===== src/rtl/sc_point_pkg.sv =====
`default_nettype none
// ============================================================================
// Module   : sc_point_pkg
// Purpose  : Shared encodings and helpers for the falling-point datapath.
// Revision : 1.0 - initial release
// ============================================================================
package sc_point_pkg;

  localparam logic [1:0] SHIFT_NOP   = 2'b00;
  localparam logic [1:0] SHIFT_LEFT  = 2'b01;
  localparam logic [1:0] SHIFT_RIGHT = 2'b10;
  localparam logic [1:0] SHIFT_HOLD  = 2'b11;

  localparam logic ACT_LOW_ASSERT   = 1'b0;
  localparam logic ACT_LOW_DEASSERT = 1'b1;

  localparam int MAX_COLS = 64;

  // One-hot column with the point re-centred; callers truncate to their width.
  function automatic logic [MAX_COLS-1:0] centerColumn(input int cols);
    return MAX_COLS'(1) << (cols / 2);
  endfunction

endpackage
`default_nettype wire


===== src/rtl/sc_point_timer.sv =====
`default_nettype none
// ============================================================================
// Module   : sc_point_timer
// Purpose  : Saturating up-counter with clear; flags T0 when it hits T0_LIMIT.
// Revision : 1.0 - initial release
// ============================================================================
module sc_point_timer
  import sc_point_pkg::*;
#(
  parameter int T0_LIMIT = 4
) (
  input  logic clk,
  input  logic rst,
  input  logic i_upcountLow,
  input  logic i_clearCounterLow,
  output logic o_t0Low
);

  localparam int TW = $clog2(T0_LIMIT + 1);
  localparam logic [TW-1:0] c_LIMIT = TW'(T0_LIMIT);

  logic [TW-1:0] r_count;

  always_ff @(posedge clk) begin
    if (rst) begin
      r_count <= '0;
    end else if (i_clearCounterLow == ACT_LOW_ASSERT) begin
      r_count <= '0;
    end else if (i_upcountLow == ACT_LOW_ASSERT && r_count < c_LIMIT) begin
      r_count <= r_count + 1'b1;
    end
  end

  assign o_t0Low = ~(r_count == c_LIMIT);

endmodule
`default_nettype wire


===== src/rtl/sc_point_datapath.sv =====
`default_nettype none
// ============================================================================
// Module   : sc_point_datapath
// Purpose  : Falling-point position registers, decodes and T0 timer responder.
// Revision : 1.0 - initial release
// ============================================================================
module sc_point_datapath
  import sc_point_pkg::*;
#(
  parameter int COLS     = 8,
  parameter int ROWS     = 8,
  parameter int T0_LIMIT = 4
) (
  input  logic                    SC_POINTDATAPATH_CLOCK_50,
  input  logic                    SC_POINTDATAPATH_RESET_InHigh,
  input  logic                    SC_POINTDATAPATH_clear_InLow,
  input  logic                    SC_POINTDATAPATH_load1_InLow,
  input  logic [1:0]              SC_POINTDATAPATH_shiftselection_In,
  input  logic                    SC_POINTDATAPATH_upcount_InLow,
  input  logic                    SC_POINTDATAPATH_clearcounter_InLow,
  output logic                    SC_POINTDATAPATH_T0_OutLow,
  output logic                    SC_POINTDATAPATH_bottomsidecomparator_OutLow,
  output logic [COLS-1:0]         SC_POINTDATAPATH_column_Out,
  output logic [$clog2(ROWS)-1:0] SC_POINTDATAPATH_row_Out,
  output logic [ROWS-1:0]         SC_POINTDATAPATH_rowdecode_Out
);

  localparam int ROW_W = $clog2(ROWS);
  localparam logic [COLS-1:0]  c_CENTER_COLUMN = COLS'(centerColumn(COLS));
  localparam logic [ROW_W-1:0] c_LAST_ROW      = ROW_W'(ROWS - 1);

  logic [COLS-1:0]  r_column;
  logic [ROW_W-1:0] r_row;

  // clear beats load1, and load1 beats shift; edges saturate so the column stays one-hot.
  always_ff @(posedge SC_POINTDATAPATH_CLOCK_50) begin
    if (SC_POINTDATAPATH_RESET_InHigh) begin
      r_column <= c_CENTER_COLUMN;
      r_row    <= '0;
    end else if (SC_POINTDATAPATH_clear_InLow == ACT_LOW_ASSERT) begin
      r_column <= c_CENTER_COLUMN;
      r_row    <= '0;
    end else if (SC_POINTDATAPATH_load1_InLow == ACT_LOW_ASSERT) begin
      if (r_row < c_LAST_ROW) begin
        r_row <= r_row + 1'b1;
      end
    end else begin
      case (SC_POINTDATAPATH_shiftselection_In)
        SHIFT_LEFT: begin
          if (!r_column[COLS-1]) r_column <= r_column << 1;
        end
        SHIFT_RIGHT: begin
          if (!r_column[0]) r_column <= r_column >> 1;
        end
        default: begin
          r_column <= r_column;
        end
      endcase
    end
  end

  sc_point_timer #(
    .T0_LIMIT (T0_LIMIT)
  ) u_timer (
    .clk               (SC_POINTDATAPATH_CLOCK_50),
    .rst               (SC_POINTDATAPATH_RESET_InHigh),
    .i_upcountLow      (SC_POINTDATAPATH_upcount_InLow),
    .i_clearCounterLow (SC_POINTDATAPATH_clearcounter_InLow),
    .o_t0Low           (SC_POINTDATAPATH_T0_OutLow)
  );

  assign SC_POINTDATAPATH_column_Out                  = r_column;
  assign SC_POINTDATAPATH_row_Out                     = r_row;
  assign SC_POINTDATAPATH_rowdecode_Out               = ROWS'(1) << r_row;
  assign SC_POINTDATAPATH_bottomsidecomparator_OutLow = ~(r_row == c_LAST_ROW);

endmodule
`default_nettype wire


===== config.mk =====
export PLATFORM = sky130hd
export DESIGN_NAME = sc_point_datapath
export DESIGN_NICKNAME = d
export VERILOG_FILES = /design/src/rtl/sc_point_pkg.sv /design/src/rtl/sc_point_timer.sv /design/src/rtl/sc_point_datapath.sv
export SDC_FILE = /design/constraint.sdc
export NUM_CORES = 1
export LEC_CHECK = 0
export BUFFER_PORTS_ARGS = -buffer_cell sky130_fd_sc_hd__buf_2
export CORE_MARGIN = 2
export CORE_UTILIZATION = 48
export CTS_CLUSTER_SIZE = 10
export DETAILED_ROUTE_END_ITERATION = 10
export PLACE_DENSITY = 0.85
export SETUP_SLACK_MARGIN = 0.1
export SLEW_MARGIN = 30
export SYNTH_ARGS = -nofsm -noshare
export SYNTH_HDL_FRONTEND = slang
export SYNTH_HIERARCHICAL = 1
export SYNTH_SLANG_ARGS = --single-unit

===== constraint.sdc =====
create_clock -name SC_POINTDATAPATH_CLOCK_50 -period 1.7 [get_ports SC_POINTDATAPATH_CLOCK_50]
set_clock_uncertainty 0.05 [all_clocks]
set_input_delay 0.085 -clock SC_POINTDATAPATH_CLOCK_50 [delete_from_list [all_inputs] [get_ports SC_POINTDATAPATH_CLOCK_50]]
set_output_delay 0.085 -clock SC_POINTDATAPATH_CLOCK_50 [all_outputs]
set_load 0.1 [all_outputs]

Yosys cells after proc, flatten, opt, wreduce, memory -nomap -nowiden
Index checks and enable logic that the tools add are counted.
Storage, ports and cells
  flip-flop bits (word level): 14
  bits of input ports: 8
  output and inout port bits: 21
  logic and storage cells: 33
Cells by class
  add/sub/neg operators: 2
  order comparisons: 2
  equality and inequality tests: 6
  shifts and indexed selects: 1
  multiplexer cells: 3
  bitwise operators: 6
  reduce and logical (&&, ||, !) cells: 8
Operator list (count)
  two-way mux 8 bit: 2
  one-hot mux 8 bit (2 select lines): 1
  << shifter 1 x 3 -> 8 bit (first input constant): 1
  adder 3 x 1 -> 3 bit (second input constant): 2
  == test 3 bit (second input constant): 2
  less-than comparator 3 bit (second input constant): 2
  NOT 1 bit: 6
  AND reduction 3 bit: 2
  inequality test 2 bit (second input constant): 2
  AND reduction 4 bit: 1
  OR reduction 2 bit: 2
  == test 2 x 1 -> 1 bit (second input constant): 1
  == test 2 bit (second input constant): 1
  AND reduction 2 bit: 1
  nonzero test 2 bit: 1
  logical AND 1 bit: 1

Longest topological paths before layout
  word-level depth: 3
  gate-level depth with buffers: 4
  depth with buffers taken out: 4

By module
Netlist, hierarchy kept.
Modules (own cells, without submodules)
  sc_point_datapath: times used 1, cells an instance 78, area an instance 716.9 um^2, sequential area each 220.2 um^2
  sc_point_timer: times used 1, cells an instance 18, area an instance 152.6 um^2, sequential area each 60.1 um^2

Worst setup path before layout
No wires, ideal clock.
  kind: flip-flop to output port
  start: reg r_row[0] (netlist: SC_POINTDATAPATH_row_Out[0])
  end: out SC_POINTDATAPATH_bottomsidecomparator_OutLow
  arrival: 2.820 ns
  required time: 1.565 ns
  setup slack: -1.255 ns
  stages on the path, launching flop included: 4
  path buffers: 0
  cell sequence: dfxtp_1 -> ha_1 -> ha_1 -> inv_1
Between the ends
  longest elaborated chain between the ends: 2
RTL lines
  from (decl): line sc_point_datapath.sv:33  | logic [ROW_W-1:0] r_row;
  from (signal assigned): line sc_point_datapath.sv:45  | r_row <= r_row + 1'b1;
  == test 3 bit: line sc_point_datapath.sv:75  | assign SC_POINTDATAPATH_bottomsidecomparator_OutLow = ~(r_row == c_LAST_ROW);
  NOT 1 bit: line sc_point_datapath.sv:75
  to (decl): line sc_point_datapath.sv:22  | output logic SC_POINTDATAPATH_bottomsidecomparator_OutLow,
Every way passes these cells.

Worst setup path after layout
  start: reg r_row[0] (netlist: SC_POINTDATAPATH_row_Out[0])
  end: out SC_POINTDATAPATH_rowdecode_Out[6]
Between the ends
  longest elaborated chain between the ends: 1
RTL lines
  << shifter 1 x 3 -> 8 bit: line sc_point_datapath.sv:74  | assign SC_POINTDATAPATH_rowdecode_Out = ROWS'(1) << r_row;
  to (decl): line sc_point_datapath.sv:25  | output logic [ROWS-1:0] SC_POINTDATAPATH_rowdecode_Out
Every way passes these cells.

==> results.json <==
{
  "status": "finished, final reports clean",
  "period_share_pct": 90.6,
  "syn_avg_cell_area_um2": 9.06,
  "cts_resized": 5,
  "cp.required_ns": 1.56,
  "hp-start": "SC_POINTDATAPATH_upcount_InLow",
  "core_um2": 1710,
  "slew_viol_final": 0,
  "drv_cap": 0,
  "worstPathMaxFanout": 7,
  "synthCells": 96,
  "min_period_ns": 1.54,
  "drive_gt1_share_pct": 48.8,
  "end_kind": "output port",
  "clockRootBuffer": "clkbuf_4",
  "drt_iter0_drc": 11,
  "crit_start": "SC_POINTDATAPATH_row_Out[0]$_SDFFE_PP0P_",
  "setup_viol": 0,
  "worstHoldPathType": "input port to flop",
  "post_cts_buffers": 0,
  "remaining_drc_errors": 0,
  "worst_r2r_startpoint": "SC_POINTDATAPATH_column_Out[7]$_SDFFE_PP0P_",
  "drt_wl_total_um": 1790,
  "grt-ovfl-total": 0,
  "yosysTopAreaCell": "dfxtp_1",
  "gp_congestion": 0.820,
  "numCtsBuffers": 3,
  "powerDensity_nw_per_um2": 617,
  "ios": 29,
  "finalNetCount": 142,
  "critPathLaunchType": "flop",
  "cts_tree": "built",
  "synth-seq-cells": 14,
  "cts.htree.levels": 1,
  "antenna_found_initial": 0,
  "num_vias": 800,
  "port_buffers": 28,
  "grt_max_degree": 14,
  "vdd_drop_max_mv": 0.597,
  "clock_path_buffers": 2,
  "setup_ws_ns": 0.159,
  "n_antenna_cell": 0,
  "rows": 15,
  "p_sw_share_pct": 34.1,
  "ctsHoldBuffers": 0,
  "avgRoutedWirePerCell_um": 11.9,
  "antenna_left": 0,
  "insertion_delay_ns": 0.28,
  "p_comb_share_pct": 24.5,
  "power_frac_seq_pct": 48.2,
  "switchingPower_uw": 240,
  "netlist_top_cells_area": "dfxtp_1 (32%), ha_1 (12%), and4bb_2 (5.8%)",
  "grt_pass1_vias": 691,
  "ys_warn_count": 6,
  "synth_nets": 112,
  "p_total_uw": 706,
  "dieArea_um2": 2170,
  "seq_area_frac_synth_pct": 32.2,
  "initial_core_util_pct": 50.9,
  "dieHeight_um": 46.6,
  "tightestPinTransition_ns": 0.493,
  "hpwl_um": 1370,
  "fmax_mhz": 649,
  "cell_internal_pwr_uw": 465,
  "first_pass_iters": 4,
  "clock_power_share_pct": 27.3,
  "avgViaCountPerCell": 5.33,
  "worstSetupPathType": "flop to output port",
  "place_ws_ns": 0.405,
  "path_clk_slew_ns": 0.09,
  "yosysUniqueCellTypes": 35,
  "rsz0062_at_grt": "yes",
  "hold_violations": 0,
  "critPathArrivalTime_ns": 1.41,
  "netlist_area_um2": 870,
  "p_leak_uw": 0.000468,
  "die_x_um": 46.6,
  "relSlewSlack_pct": 67.1,
  "synth_top_cell_area_share_pct": 32.2,
  "grt_pass1_wl_um": 2860,
  "area_growth_pct": 31.5,
  "cts_sinks": 14,
  "grt_usage_pct": 18.4
}
## registers in the layout, summed over array words and instances, names as in the netlist
| signal | cells |
|---|---|
| SC_POINTDATAPATH_column_Out | 8 |
| SC_POINTDATAPATH_row_Out | 3 |
| u_timer/r_count | 3 |
## cells in the mapped netlist
cell / count
a211o_1: 1
a211oi_1: 1
a211oi_2: 3
a21boi_0: 1
a21oi_1: 8
a2bb2oi_1: 1
a311oi_1: 2
a31o_2: 1
a31oi_1: 4
and2_1: 3
and4bb_2: 4
and4bb_4: 1
buf_1: 1
buf_2: 2
clkbuf_1: 1
dfxtp_1: 14
ha_1: 8
inv_1: 11
nand2_1: 1
nand2b_1: 3
nand2b_2: 1
nand3b_1: 1
nand4b_1: 1
nor2_1: 2
nor2b_1: 3
nor3_1: 6
nor3b_1: 1
nor4bb_1: 1
o21ai_0: 2
o22a_1: 1
o22ai_1: 2
or2_4: 1
or2b_1: 1
or3_1: 1
or3b_1: 1
## critical path, cell delays in order, from the launching register on
cell and delay, ns:
dfxtp_4 0.40, inv_1 0.08, ha_1 0.20, and2_2 0.18, clkbuf_4 0.27
## cells in the final DEF (no fill, tap or decap), types with 2 or more instances in the layout
cell type  instances
dfxtp_1            5
nor3_1             6
inv_1             10
clkbuf_4           5
ha_1               6
o21ai_0            2
nand2b_1           3
nor2b_2            2
buf_2             21
nor2_1             2
a31oi_1            4
dfxtp_2            4
buf_4              6
a311oi_1           2
and2_2             3
and4bb_2           4
a21oi_1            8
o22ai_1            2
ha_4               2
a211oi_2           3
dfxtp_4            5
## through the flow
step                cell area, um2  std cells  setup TNS, ns  utilization [%]  hold WS (ns)
floorplan                      938         96        -0.0568                -         0.200
global placement              1100        146              0             64.4         0.339
detailed placement            1100        146              0             64.4         0.353
CTS                           1140        150              0             66.7        0.0509
global route                  1140        150              0             67.0        0.0535
finish                        1140        150              0             67.0        0.0523
## power groups by stage
| stage | clock network [uW] | logic, uW | registers, uW |
|---|---|---|---|
| 2_1_floorplan | 0 | 90.4 | 396 |
| 3_3_place_gp | 0 | 168 | 348 |
| 4_1_cts | 197 | 174 | 340 |
| 6_report | 192 | 173 | 340 |
| 5_1_grt | 215 | 185 | 342 |
| 3_5_place_dp | 0 | 171 | 348 |
## metal layers
layer / track usage (%) / share of wire, % / vias up
li1: - / - / 404
met1: 19.3 / 41 / 368
met2: 34.2 / 53 / 26
met3: 6.27 / 5.2 / 2
met4: 5.14 / 0.33 / 0
met5: 0 / 0 / -
## cell type report
cell class                      instances  area (um2)
Sequential cell                        14         304
Tap cell                               25        31.3
Multi-Input combinational cell         67         572
Timing Repair Buffer                   29         165
Fill cell                             143         564
Inverter                               11        45.0
Clock buffer                            3        22.5
Clock inverter                          1        3.75
## logic make-up (layout without fill, tap and decap cells)
group / after synthesis / count (layout) / share of synthesized area (%)
buffers and inverters: 15 / 44 / 6.76
DFF: 14 / 14 / 32.2
AOI/OAI and AO/OA: 27 / 27 / 22.2
and+or+nand+nor: 32 / 32 / 27.3
adders and majority gates: 8 / 8 / 11.5
## worst paths after layout
kind                            slack, ns  depth (start not counted)                                           to
worst max-delay path                 0.16                          4            SC_POINTDATAPATH_rowdecode_Out[6]
worst min-delay path                 0.05                          3              u_timer/r_count[2]$_SDFFE_PP0P_
worst min register to register       0.46                          2              u_timer/r_count[1]$_SDFFE_PP0P_
worst max register to register       0.37                          4  SC_POINTDATAPATH_column_Out[4]$_SDFFE_PP1P_
Power figures use the tool's default switching activity.
